**config.mk**
```make
export PLATFORM = sky130hd
export DESIGN_NAME = clk_div_multi
export DESIGN_NICKNAME = d
export VERILOG_FILES = /design/src/rtl/clk_div_pkg.sv /design/src/rtl/clk_div_chan.sv /design/src/rtl/clk_div_multi.sv
export SDC_FILE = /design/constraint.sdc
export NUM_CORES = 1
export LEC_CHECK = 0
export BUFFER_PORTS_ARGS = -buffer_cell sky130_fd_sc_hd__buf_2
export CORE_UTILIZATION = 55
export DETAILED_ROUTE_END_ITERATION = 8
export PLACE_DENSITY = 0.72
export SLEW_MARGIN = 20
export SYNTH_ARGS = -nofsm -noshare
export SYNTH_HDL_FRONTEND = slang
export SYNTH_SLANG_ARGS = --single-unit
```
**constraint.sdc**
```tcl
create_clock -name clkIn -period 9.4 [get_ports clkIn]
set_input_delay 0.94 -clock clkIn [delete_from_list [all_inputs] [get_ports clkIn]]
set_output_delay 0.94 -clock clkIn [all_outputs]
set_load 0.1 [all_outputs]
```
**src/rtl/clk_div_pkg.sv**
```systemverilog
// clk_div_pkg: shared constants, output mode encodings and a clog2 helper for the clock divider.
package clk_div_pkg;
    localparam int CNT_W_DEF = 26;
    localparam logic MODE_SQUARE = 1'b0;
    localparam logic MODE_TICK = 1'b1;
    function automatic int clog2(input int v);
        for (int r = 0; r < 31; r++)
            if ((1 << r) >= v) return r;
        return 31;
    endfunction
endpackage

```
**src/rtl/clk_div_chan.sv**
```systemverilog
// clk_div_chan: one divider channel with a shadowed divisor that is applied at terminal count.
// Ports: clk/rst clock and sync reset; en run enable; mode square or tick output;
// load/load_val shadow write (value already zero-fixed); clk_out divided clock; tick strobe.
module clk_div_chan
    import clk_div_pkg::*;
#(
    parameter int CNT_W = CNT_W_DEF,
    parameter int DEF_DIV = 25000000
) (
    input  logic             clk,
    input  logic             rst,
    input  logic             en,
    input  logic             mode,
    input  logic             load,
    input  logic [CNT_W-1:0] load_val,
    output logic             clk_out,
    output logic             tick
);
    logic [CNT_W-1:0] cnt, div, shadow;
    logic pending, mode_q, term, apply;
    assign term = en && (cnt == div - CNT_W'(1));
    // a disabled channel has no phase to protect, so the new divisor goes in at once
    assign apply = pending && (term || !en);
    always_ff @(posedge clk) begin
        if (rst) begin
            cnt     <= '0;
            div     <= CNT_W'(DEF_DIV);
            shadow  <= CNT_W'(DEF_DIV);
            pending <= 1'b0;
            mode_q  <= MODE_SQUARE;
            clk_out <= 1'b0;
            tick    <= 1'b0;
        end else begin
            cnt <= (en && !term) ? cnt + CNT_W'(1) : '0;
            if (apply) div <= shadow;
            if (load) shadow <= load_val;
            // a write landing on the apply edge stays pending for the next terminal count
            pending <= load || (pending && !apply);
            mode_q  <= mode;
            tick    <= term;
            // leaving tick mode restarts the square wave from low
            clk_out <= !en ? 1'b0 :
                       (mode == MODE_TICK) ? term :
                       (mode_q == MODE_TICK) ? 1'b0 : clk_out ^ term;
        end
    end
endmodule

```
**src/rtl/clk_div_multi.sv**
```systemverilog
// clk_div_multi: multi-channel programmable clock divider with a single-write/ack divisor port.
// Ports: clkIn system clock; rst sync reset; en/mode per-channel enable and output mode;
// div_wr/div_ch/div_val divisor write; div_ack write acknowledge; clkOut divided clocks; tick strobes.
module clk_div_multi
    import clk_div_pkg::*;
#(
    parameter int NUM_CH = 4,
    parameter int CNT_W = CNT_W_DEF,
    parameter int DEF_DIV = 25000000,
    localparam int CH_W = (clog2(NUM_CH) > 1) ? clog2(NUM_CH) : 1
) (
    input  logic              clkIn,
    input  logic              rst,
    input  logic [NUM_CH-1:0] en,
    input  logic [NUM_CH-1:0] mode,
    input  logic              div_wr,
    input  logic [CH_W-1:0]   div_ch,
    input  logic [CNT_W-1:0]  div_val,
    output logic              div_ack,
    output logic [NUM_CH-1:0] clkOut,
    output logic [NUM_CH-1:0] tick
);
    logic [CNT_W-1:0] div_fix;
    assign div_fix = (div_val == '0) ? CNT_W'(1) : div_val;
    // addresses beyond NUM_CH match no channel but are still acknowledged
    for (genvar i = 0; i < NUM_CH; i++) begin : g_ch
        clk_div_chan #(.CNT_W(CNT_W), .DEF_DIV(DEF_DIV)) u_ch (
            .clk(clkIn),
            .rst(rst),
            .en(en[i]),
            .mode(mode[i]),
            .load(div_wr && (div_ch == CH_W'(i))),
            .load_val(div_fix),
            .clk_out(clkOut[i]),
            .tick(tick[i])
        );
    end
    always_ff @(posedge clkIn) begin
        if (rst) div_ack <= 1'b0;
        else div_ack <= div_wr;
    end
endmodule
```
; Yosys cells after proc, flatten, opt, wreduce, memory -nomap -nowiden
; Cells that the tools add are included.
[totals]
mem_count = 0
latchBits = 0
mem_bits_ro = 0
out_inout_bits = 9
word_cells = 115
input_bits = 39
regBits = 329
mem_bits_rw = 0
[op_classes]
div_mod_pow = 0
magnitude_cmp = 0
shifts = 0
muxes = 9
bitwise = 12
addsub = 8
n_eq_ne = 7
n_reduce_logical = 50
n_mul = 0
[ops]
columns = operator, n
row1 = 26-bit by 1-bit adder with 26-bit output (second input constant), 4
row2 = 26-bit == test, 4
row3 = 26-bit by 1-bit subtractor with 26-bit output (second input constant), 4
row4 = 26-bit zero test, 1
row5 = 26-bit two-way mux, 1
row6 = 1-bit logical AND, 20
row7 = 2-bit OR reduction, 8
row8 = 1-bit zero test, 12
row9 = 1-bit logical OR, 8
row10 = 1-bit two-way mux, 8
row11 = 1-bit NOT, 8
row12 = 2-bit == test (second input constant), 2
row13 = 1-bit bitwise XOR, 4
row14 = 2-bit by 1-bit == test with 1-bit output (second input constant), 1
row15 = 2-bit zero test, 1

; Longest topological paths before layout
; Gate-level depths: netlist of the first run.
[logic_depth]
depth_word = 8
mapped_depth = 13

; By module
; A second synthesis of the first run with hierarchy kept.
[hier_totals]
cells_unflattened = 1874
hier_area_um2 = 17005.1
[by_module_without_submodules]
columns = mod, cells_each, seq_area_each_um2, area_each_um2, n_inst
row1 = clk_div_chan, 458, 1641.6, 4199.0, 4
row2 = clk_div_multi, 42, 20.0, 209.0, 1

; Least setup slack after synthesis of the first run
; OpenSTA, ideal clock, no wires.
[synth_path]
kind = reg-to-reg
start = reg g_ch[3].u_ch.div[0]
end = reg g_ch[3].u_ch.div[10]
period_less_slack_ns = 3.417
arrival_ns = 3.345
path_stages_with_launch = 12
slack_ns = 5.983
required_ns = 9.328
path_buffers = 3
cell_sequence = dfxtp_1 > inv_1 > ha_1 > or4b_1 > or4_1 > clkbuf_1 > o32ai_1 > or4b_1 > o32ai_1 > buf_4 > buf_6 > mux2i_1
[synth_via]
elab_chain_cells = 5
[synth_lines]
columns = item, line_no
row1 = "start, declared", clk_div_chan.sv:19  ; logic [CNT_W-1:0] cnt, div, shadow;
row2 = "start signal, assigned", clk_div_chan.sv:27  ; div <= CNT_W'(DEF_DIV);
row3 = "start signal, assigned", clk_div_chan.sv:35  ; if (apply) div <= shadow;
row4 = 26-bit by 1-bit subtractor with 26-bit output, clk_div_chan.sv:21  ; assign term = en && (cnt == div - CNT_W'(1));
row5 = 26-bit == test, clk_div_chan.sv:21
row6 = 1-bit logical AND, clk_div_chan.sv:21
row7 = 1-bit logical OR, clk_div_chan.sv:23  ; assign apply = pending && (term || !en);
row8 = 1-bit logical AND, clk_div_chan.sv:23
; Every way passes these cells.
; A chain may end at the register's enable or synchronous reset.

; Worst setup path after layout of the first run
[layout_path]
start = reg g_ch[3].u_ch.div[0]
end = reg g_ch[3].u_ch.div[7]
; The elaborated chain is that of the path after synthesis.

==> metrics.cfg, run 1 <==
[status]
run_status=complete, no violations

[detailed_routing]
detail_route.iter0.violations=1094
detail_route.wirelength_mm=39.49
antenna_violating_nets_post_route=0
route.detailed.drc=0
length_of_the_first_detailed_routing_pass_in_iterations=5
dr_total_vias=13893
avgViaCountPerCell=5.708
routedWlPerCell_microns=16.22

[min_path]
worst_hold_path_type=flop to flop

[global_route]
antenna_found_initial=0
grt_pass1_wl_mm=64.86
grt_max_degree=130
overflow=0
grt_pass1_vias=12793
grt_use_total_pct=25.39

[timing]
grt_setup_unrepaired=false
tightestPinTransition_ps=1027
setup_viol=0
final_number_of_hold_violating_endpoints=0
final.setup.tns_ps=0
worst_clock_skew_ps=9.028
final.period_utilization_pct=46.37
final_period_minus_worst_setup_slack_ps=4359
max-slew-margin-rel_pct=31.53
final_critical_path_setup_slack_ps=5041
timing.fmax_ghz=0.2294
maxSlewViolCount=0

[pwr]
power.static_leakage_nw=6.382
design_power_total_mw=2.992
power.density_cell_area_mw_per_mm2=163.5
vdd.ir_drop.worst_uv=122.2

[clock_tree]
numCtsBuffers=36
clock_sinks=329
htreeDepth=2
post_cts_resized=0
clock_latency_reported_for_the_late_side_of_the_worst_skew_pair_ps=510
post_cts_repair_setup_buffers=0
cts_tree=yes
cts_root_buffer_type=clkbuf_16
clk_transition_reported_paths_ps=60
max-clock-path-buffers=3
cts_hold_repair.buffers=0

[setup_path]
timing.critical_path.to_type=flop
timing.critical_path.arrival_ps=4800
critical_path_buf_inv_count=2
path_delay_family=simple AND/OR/NAND/NOR gates
worstSetupPathType=flop to flop
crit_path_start_kind=flop
path_max_fanout=15
cp_common_cell=or4b_1
critical_path_required_ps=9840
crit_path_cell_trace=inv_1 > ha_1 > or4b_1 > or4_1 > o32ai_1 > or4b_1 > o32ai_4 > buf_4 > mux2i_1
cp_slowest_cell=o32ai_4
worst_path_max_stage_delay_ps=720

[placement]
globalplace.congestion=0.9284
dp_hpwl_mm=27.67
portBuffers=47
total_placed_cells_including_tap_cells=2369
preCtsSetupSlack_ps=5129

[floorplan]
initial_core_util_pct=56.18
floorplan.core_area_sq_mm=0.02980
vert_die_dim_microns=176.5
die_width_microns=176.5
rows=63
top_ports=48
die_area_sq_mm=0.03113

[yosys]
synth-main-ff-cell=dfxtp_1
netlist.area_leader.share_pct=39.35
synthesis.yosys.warnings=0
synth_area_per_cell_sq_um=8.233
seq_area_frac_synth_pct=39.35
synth_common_cells=dfxtp_1 (329), nor2_1 (290), nand2_1 (269)
syn_nets=2080
yosys-top-cells-area=dfxtp_1 (39%), nor2_1 (6.5%), xnor2_1 (6.1%)
post_synthesis_cells=2033
number_of_synthesized_flops_with_an_enable_pin=0
yosys_cell_types=81
synth_async_sr_flop_share_pct=0
synth.largest_area_cell=dfxtp_1
mappedNetlistArea_sq_mm=0.01674
synth_seq_cells=329
synth_most_common_cell=dfxtp_1

[finish]
flow.area_growth_from_synthesis_pct=9.291
post_route_cells_drive_above_1_share_pct=7.779
instances_no_fill=2434
antenna_cells=0
nFillCells=2653
finalNetCount=2065

[run]
cap_viol_max_count=0

[worst register-to-register path, stage by stage (launching register included)]
cell and delay, ps:
dfxtp_1 350, inv_1 70, ha_1 270, or4b_1 550, or4_1 640, o32ai_1 470
or4b_1 570, o32ai_4 720, buf_4 400, mux2i_1 240
[flip-flops by register name (all words and copies together), names as in the netlist]
name	count
g_ch.u_ch.div	104
g_ch.u_ch.pending	4
g_ch.u_ch.cnt	104
g_ch.u_ch.mode_q	4
g_ch.u_ch.tick	4
div_ack	1
g_ch.u_ch.shadow	104
g_ch.u_ch.clk_out	4
[stage by stage]
step	instance area [sq um]	hold WS, ps	utilization, %
floorplan	16740	436.0	-
global placement	17060	441.9	57.26
detailed placement	17060	447.3	57.26
CTS	18260	456.4	61.29
global route	18290	473.7	61.40
finish	18290	455.6	61.40
[per-layer routing]
| layer | routed length (microns) | vias up | GRT usage, % |
|---|---|---|---|
| met5 | 0 | - | 0 |
| met4 | 992 | 0 | 7.938 |
| met3 | 2007 | 71 | 3.661 |
| met2 | 18060 | 316 | 41.06 |
| met1 | 18430 | 6568 | 34.85 |
| li1 | - | 6938 | - |
[kinds of logic after synthesis]
group | count (synthesis) | share of synthesized area, %
xor+xnor | 229 | 11.98
compound gates | 210 | 8.312
buf+inv | 139 | 3.850
mux | 85 | 5.090
simple gates | 1033 | 30.82
fa+ha+maj | 8 | 0.5980
flops | 329 | 39.35
[worst paths after layout]
check / startpoint / to / slack, ps / cells after the start
setup / recovery: g_ch[3].u_ch.div[0] / g_ch[3].u_ch.div[7] / 5040 / 9
hold reg to reg: g_ch[0].u_ch.shadow[1] / g_ch[0].u_ch.shadow[1] / 460 / 2
setup reg to reg: g_ch[3].u_ch.div[0] / g_ch[3].u_ch.div[7] / 5040 / 9
hold / removal: g_ch[0].u_ch.shadow[1] / g_ch[0].u_ch.shadow[1] / 460 / 2
[power breakdown]
part	internal (mW)	switching [mW]
sequential	1.42	0.0158
clock	0.866	0.558
combinational	0.0448	0.0888
total	2.33	0.663
[cells in the final DEF (no fill, tap or decap), types with 10 or more instances in the layout]
| cell type | synthesis | final |
|---|---|---|
| nor3_1 | 79 | 79 |
| nand2b_1 | 73 | 73 |
| buf_2 | 14 | 46 |
| a31oi_1 | 10 | 10 |
| xor2_1 | 112 | 112 |
| nor4b_1 | 12 | 12 |
| nand3b_1 | 53 | 53 |
| nor2b_1 | 13 | 13 |
| inv_1 | 29 | 29 |
| nor4_1 | 43 | 43 |
| nor2_1 | 290 | 290 |
| or4_1 | 17 | 17 |
| nand4_1 | 21 | 21 |
| a211oi_1 | 12 | 12 |
| nand2_1 | 269 | 269 |
| mux2i_1 | 84 | 84 |
| xnor2_1 | 117 | 117 |
| or2_2 | 14 | 14 |
| a21oi_1 | 84 | 84 |
| nand3_1 | 57 | 56 |
| o21ai_0 | 21 | 21 |
| and3_1 | 24 | 24 |
| dfxtp_1 | 329 | 329 |
| clkbuf_16 | 0 | 37 |
| or3_1 | 18 | 18 |
[area by class of cell]
class | instances | area (sq um) | share of cell area (%)
timing repair buffer | 57 | 339.1 | 1.853
clock buffer | 51 | 1059 | 5.786
sequential | 329 | 6586 | 36.00
multi-input combinational | 1565 | 9570 | 52.32
tap | 390 | 488.0 | 2.667
clock inverter | 13 | 142.6 | 0.7797
inverter | 29 | 108.9 | 0.5950
No activity file was read; power rests on OpenSTA's default activity.
==> run 2, diff against run 1 <==
- ABC_AREA: unset -> 1
- clock period: 9.4 -> 4.1 ns (I/O delays scaled with it)
==> run 2 against run 1 <==
Clock skew up 13 ps; highest routed layer is now met5; global-route usage up 0.59 points; via count up 13%; register-to-register slack worse by 3900 ps; cell area up 3.0%; flip-flop and latch count unchanged; hold slack worse by 330 ps; clock power up 140%; count of clock-buffer cells in the layout up 6; setup slack worse by 3900 ps; combinational power rose to 3.9 times the previous value.
==> metrics.cfg, run 2 <==
[setup_path]
cp_num_cells=14
critical_path_required_ps=4500
worst_path_max_stage_delay_ps=560
cp_slowest_cell=nor2_1
crit_path_cell_trace=nor2_1 > nand2_1 > nor2_1 > nand2_1 > nand3_1 > nand4_1 > nor2_1 > nand2_1 > nor2_2 > nand2_2 > nand2_4 > nand2_2 > nand2_1 > nand3_1
critPathLaunch=g_ch[3].u_ch.div[3]
crit-reg2reg-launch=g_ch[3].u_ch.div[3]
critical_path_buf_inv_count=0
crit_path_start_kind=flop
timing.critical_path.arrival_ps=3310
worstSetupPathType=flop to flop
crit-reg2reg-capture=g_ch[3].u_ch.div[18]
cp_common_cell=nand2_1
crit_path_end=g_ch[3].u_ch.div[18]
timing.critical_path.to_type=flop
reg2reg_setup_slack_ps=1190
path_max_fanout=41
path_delay_family=simple AND/OR/NAND/NOR gates
r2r_cells=14

[clock_tree]
numCtsBuffers=37
max-clock-path-buffers=3
clk_transition_reported_paths_ps=60
htreeDepth=2
cts_tree=yes
post_cts_resized=0
cts_root_buffer_type=clkbuf_16
post_cts_repair_setup_buffers=0
clock_latency_reported_for_the_late_side_of_the_worst_skew_pair_ps=530
clock_sinks=329
cts_hold_repair.buffers=0

[min_path]
worst_hold_path_type=primary input to flop

[global_route]
grt_pass1_vias=14360
grt_max_degree=127
gr-max-usage-layer=met2
grt_pass1_wl_mm=69.75
overflow=0
global_route.usage.met2_pct=44.05
met3_usage_pct=3.971
antenna_found_initial=0
grt_use_total_pct=25.98
gr-usage-met1_pct=33.88

[timing]
worst_clock_skew_ps=22.00
max-slew-margin-rel_pct=50.70
final_critical_path_setup_slack_ps=1186
tightestPinTransition_ps=738.7
final.setup.tns_ps=0
setup_viol=0
maxSlewViolCount=0
grt_setup_unrepaired=false
final_period_minus_worst_setup_slack_ps=2914
final_number_of_hold_violating_endpoints=0
final.period_utilization_pct=71.08
timing.fmax_ghz=0.3432

[yosys]
synth_async_sr_flop_share_pct=0
number_of_synthesized_flops_with_an_enable_pin=0
synth-compound-area-share_pct=8.273
synth_seq_cells=329
post_synthesis_cells=2561
synthMuxAreaShare_pct=0
yosys-top-cells-area=dfxtp_1 (38%), nand2_1 (12%), nor2_1 (8.3%)
seq_area_frac_synth_pct=38.03
synth_area_per_cell_sq_um=6.762
yosys_cell_types=45
synth.largest_area_cell=dfxtp_1
synth_simple_gate_area_share_pct=35.81
synth_top_family_by_area=simple AND/OR/NAND/NOR gates
synthesis.yosys.warnings=0
synth_xor_xnor_area_share_pct=8.085
netlist.area_leader.share_pct=38.03
mappedNetlistArea_sq_mm=0.01732
synth_common_cells=nand2_1 (564), nor2_1 (385), dfxtp_1 (329)
synth_most_common_cell=nand2_1
synth-main-ff-cell=dfxtp_1
syn_nets=2608
synthAdderAreaFrac_pct=0.5780

[floorplan]
die_width_microns=179.4
die_area_sq_mm=0.03220
floorplan.core_area_sq_mm=0.03075
vert_die_dim_microns=179.4
initial_core_util_pct=56.32
top_ports=48
rows=64

[detailed_routing]
avgViaCountPerCell=5.251
detail_route.iter0.violations=1073
antenna_violating_nets_post_route=0
length_of_the_first_detailed_routing_pass_in_iterations=7
route.detailed.drc=0
dr_total_vias=15638
routedWlPerCell_microns=14.15
detail_route.wirelength_mm=42.14

[finish]
highest_count_cells_in_the_layout_ignoring_fill_and_taps=nand2_1 (564), nor2_1 (385), dfxtp_1 (329), nand3_1 (287), inv_1 (274)
flow.area_growth_from_synthesis_pct=8.851
leading_cell_type_in_the_layout_fill_and_taps_excluded=nand2_1
registers_with_the_most_flip_flops=g_ch.u_ch.cnt x104, g_ch.u_ch.div x104, g_ch.u_ch.shadow x104
antenna_cells=0
instances_no_fill=2978
post_route_cells_drive_above_1_share_pct=6.894
finalNetCount=2602
layout.core_utilization_pct=61.30

[pwr]
design_power_total_mw=7.254
switching_power_mw=1.747
power.static_leakage_nw=7.850
power.switching_fraction_pct=24.08
power.combinational.fraction_pct=7.2
vdd.ir_drop.worst_uv=388.6
clockPowerShare_pct=46.4
sequentialPowerShare_pct=46.4
internal_cell_power_mw=5.507
power.density_cell_area_mw_per_mm2=384.8

[placement]
globalplace.congestion=0.9412
dp_hpwl_mm=30.52
total_placed_cells_including_tap_cells=2912
preCtsSetupSlack_ps=1242
portBuffers=47

[status]
run_status=complete, no violations

[run]
cap_viol_max_count=0

==> run 2: how the worst min path moves through the flow <==
stage	startpoint	to	slack, ps	cells after the start
6_report	mode[2]	g_ch[2].u_ch.mode_q	120	3
4_1_cts	mode[0]	g_ch[0].u_ch.mode_q	110	3
2_1_floorplan	g_ch[0].u_ch.shadow[18]	g_ch[0].u_ch.shadow[18]	430	2
3_3_place_gp	g_ch[2].u_ch.shadow[19]	g_ch[2].u_ch.shadow[19]	440	2
5_1_grt	mode[2]	g_ch[2].u_ch.mode_q	130	3
3_5_place_dp	g_ch[2].u_ch.shadow[20]	g_ch[2].u_ch.shadow[20]	440	2
==> run 2: worst reg2reg max path, cell delays in order (launching register included) <==
cell and delay, ps:
dfxtp_1 340, nor2_1 190, nand2_1 90, nor2_1 560, nand2_1 150, nand3_1 120, nand4_1 100, nor2_1 120
nand2_1 90, nor2_2 120, nand2_2 100, nand2_4 310, nand2_2 270, nand2_1 130, nand3_1 70
==> run 2: stage by stage <==
step	instance area [sq um]	hold slack, ps
global route	18850	129.8
global placement	17610	442.0
finish	18850	124.5
floorplan	17320	429.7
CTS	18850	111.0
detailed placement	17610	443.1
==> run 2: cell families (layout without fill, tap and decap cells) <==
group	after synthesis	in the layout
simple gates	1410	1410
buf+inv	383	404
flops	329	329
compound gates	276	276
xor+xnor	155	155
fa+ha+maj	8	8
==> run 2: final cells by class <==
cell class / count / area (sq um)
inverters: 278 / 1046
clock inverters: 9 / 127.6
well taps: 396 / 495.5
fillers: 2912 / 11900
flip-flops and latches: 329 / 6586
clock buffers: 57 / 1111
repair buffers: 60 / 345.3
multi-input cells: 1849 / 9139
==> run 2: power by group through the flow <==
stage / registers, mW / clock network [mW] / logic [mW]
3_5_place_dp: 3.43 / 0 / 0.521
6_report: 3.36 / 3.37 / 0.524
4_1_cts: 3.36 / 3.43 / 0.523
2_1_floorplan: 3.41 / 0 / 0.395
5_1_grt: 3.37 / 3.54 / 0.594
3_3_place_gp: 3.43 / 0 / 0.513
==> run 2: routing by layer <==
layer  vias to the layer above  part of all wire [%]
li1                       8156                     -
met1                      7091                    46
met2                       319                    46
met3                        69                   5.2
met4                         3                   2.6
met5                         -                  0.19
==> run 3, diff against run 2 <==
- PLACE_DENSITY: 0.72 -> 0.74
- clock period: 4.1 -> 2.35 ns (I/O delays scaled with it)
==> run 3 against run 2 <==
The run now ends with setup timing left; total power increased by 81%; flip-flop and latch count unchanged; utilization increased by 7.6 points; register-to-register slack got worse by 1200 ps; wire length increased by 12%; non-clock buffer count increased by 122; count of clock-buffer cells in the layout decreased by 2; via count increased by 6.4%; die area unchanged; global-route usage increased by 2.0 points.
==> metrics.cfg, run 3 (synthesis results as in run 2) <==
[timing]
final.period_utilization_pct=101.0
grt_setup_unrepaired=true
final_period_minus_worst_setup_slack_ps=2374
max-slew-margin-rel_pct=35.72
final_number_of_hold_violating_endpoints=0
worst_clock_skew_ps=11.24
final_critical_path_setup_slack_ps=-23.73
maxSlewViolCount=0
final.setup.tns_ps=-168.4
timing.fmax_ghz=0.4213
setup_viol=15
tightestPinTransition_ps=962.8

[setup_path]
path_max_fanout=8
timing.critical_path.arrival_ps=2810
crit_path_start_kind=flop
critical_path_required_ps=2780
worstSetupPathType=flop to flop
timing.critical_path.to_type=flop

[placement]
globalplace.congestion=0.9245
dp_hpwl_mm=32.28
portBuffers=47
total_placed_cells_including_tap_cells=2987

[status]
run_status=finished, violations left
failed_checks=setup timing

[detailed_routing]
met2WireLength_mm=22.19
antenna_violating_nets_post_route=0
routed-wl-met3_mm=2.816
dr_total_vias=16645
routedWlPerCell_microns=15.17
routed_metal_1_wirelength_mm=20.91
route.detailed.drc=0
avgViaCountPerCell=5.361
detail_route.wirelength_mm=47.12
length_of_the_first_detailed_routing_pass_in_iterations=8
top_layer=met5
detail_route.iter0.violations=1406

[clock_tree]
cts_root_buffer_type=clkbuf_16
clock_sinks=329
clk_transition_reported_paths_ps=60
cts_tree=yes
max-clock-path-buffers=3
htreeDepth=2
clock_latency_reported_for_the_late_side_of_the_worst_skew_pair_ps=540
numCtsBuffers=37

[floorplan]
rows=64
die_area_sq_mm=0.03220
top_ports=48
floorplan.core_area_sq_mm=0.03075
die_width_microns=179.4
initial_core_util_pct=56.32
vert_die_dim_microns=179.4

[min_path]
worst_hold_path_type=primary input to flop

[finish]
antenna_cells=0
leading_cell_type_in_the_layout_fill_and_taps_excluded=nand2_1
post_route_cells_drive_above_1_share_pct=18.57
finalNetCount=2729
highest_count_cells_in_the_layout_ignoring_fill_and_taps=nand2_1 (519), nor2_1 (324), dfxtp_1 (307), inv_1 (264), nand3_1 (240)
nFillCells=2600
layout.core_utilization_pct=68.86
registers_with_the_most_flip_flops=g_ch.u_ch.cnt x104, g_ch.u_ch.div x104, g_ch.u_ch.shadow x104
instances_no_fill=3105
flow.area_growth_from_synthesis_pct=22.26

[pwr]
power.combinational.fraction_pct=9.5
switching_power_mw=3.278
internal_cell_power_mw=9.846
power.static_leakage_nw=8.792
clockPowerShare_pct=45.7
power.switching_fraction_pct=24.97
vdd.ir_drop.worst_uv=650.4
power.density_cell_area_mw_per_mm2=619.8
sequentialPowerShare_pct=44.8

[global_route]
grt_pass1_vias=15421
overflow=0
grt_use_total_pct=27.97
grt_max_degree=80
grt_pass1_wl_mm=75.44
antenna_found_initial=0

[run]
cap_viol_max_count=0

==> run 3: cell types whose count changed in the layout (fill, tap and decap cells not counted), moves of 14 or more <==
cell / before / now
buf_12: 1 / 15
buf_4: 12 / 86
buf_6: 0 / 15
dfxtp_1: 329 / 307
dfxtp_2: 0 / 21
nand2_1: 564 / 519
nand2_2: 12 / 47
nand3_1: 287 / 240
nand3_2: 4 / 47
nor2_1: 385 / 324
nor2_2: 18 / 64
nor2_4: 9 / 26
==> run 3: cell type report <==
class / count / area [sq um] / area share [%]
Clock buffer: 55 / 1074 / 5.070
Multi-Input combinational cell: 1854 / 10040 / 47.42
Sequential cell: 329 / 6616 / 31.25
Inverter: 278 / 1049 / 4.952
Clock inverter: 11 / 185.2 / 0.8746
Timing Repair Buffer: 182 / 1713 / 8.090
Tap cell: 396 / 495.5 / 2.340
==> run 3: final timing paths <==
path / from / to / slack [ps] / cells after the start
setup / recovery: g_ch[3].u_ch.div[1] / g_ch[3].u_ch.div[8] / -20 / 18
hold / removal: en[2] / g_ch[2].u_ch.pending / 40 / 3
hold reg to reg: g_ch[0].u_ch.shadow[17] / g_ch[0].u_ch.shadow[17] / 460 / 2
setup reg to reg: g_ch[3].u_ch.div[1] / g_ch[3].u_ch.div[8] / -20 / 18
==> run 3: metrics by stage <==
step | total power [mW] | hold WS [ps] | setup slack, ps | instance area, sq um
floorplan | 6.638 | 342.0 | 201.2 | 17320
global placement | 6.973 | 441.5 | -91.59 | 18310
detailed placement | 7.000 | 446.8 | -145.8 | 18310
CTS | 13.02 | 18.83 | -4.146 | 19890
global route | 13.58 | 46.94 | -237.5 | 21170
finish | 13.12 | 42.37 | -23.73 | 21170
==> run 3: power groups by stage <==
stage	Combinational, mW	Sequential (mW)	Clock (mW)
after floorplan	0.688	5.95	0
after global placement	0.995	5.98	0
after detailed placement	1.02	5.98	0
after CTS	1.07	5.86	6.08
after global routing	1.37	5.90	6.31
final	1.25	5.88	6.00
==> run 3: what timing repair did <==
item                                   in CTS  in global routing
buffers inserted                           11                 20
cloned                                      4                 13
pin swaps                                  18                 65
setup endpoints to repair                 112                216
endpoints found under the hold margin       5                  0
hold buffers                                4                  0
resized for setup                          28                253
==> run 3: layer usage <==
layer	track usage [%]	vias up
met5	1.481	-
li1	-	8435
met2	46.94	449
met1	36.92	7678
met3	4.680	81
met4	7.828	2
==> run 3: critical path, cell delays in order (launching register included) <==
cell and delay (ps):
dfxtp_2 320, buf_4 140, nor2_2 130, nand2_2 100
nor2_4 140, buf_6 130, nand2_1 70, nand3_1 90
nand4_1 110, nor2_1 130, nand2_1 100, nor2_2 140
nand2_2 120, nand2_8 100, buf_12 120, buf_12 120
nand3_2 70, nand2_2 90, nor2_2 40
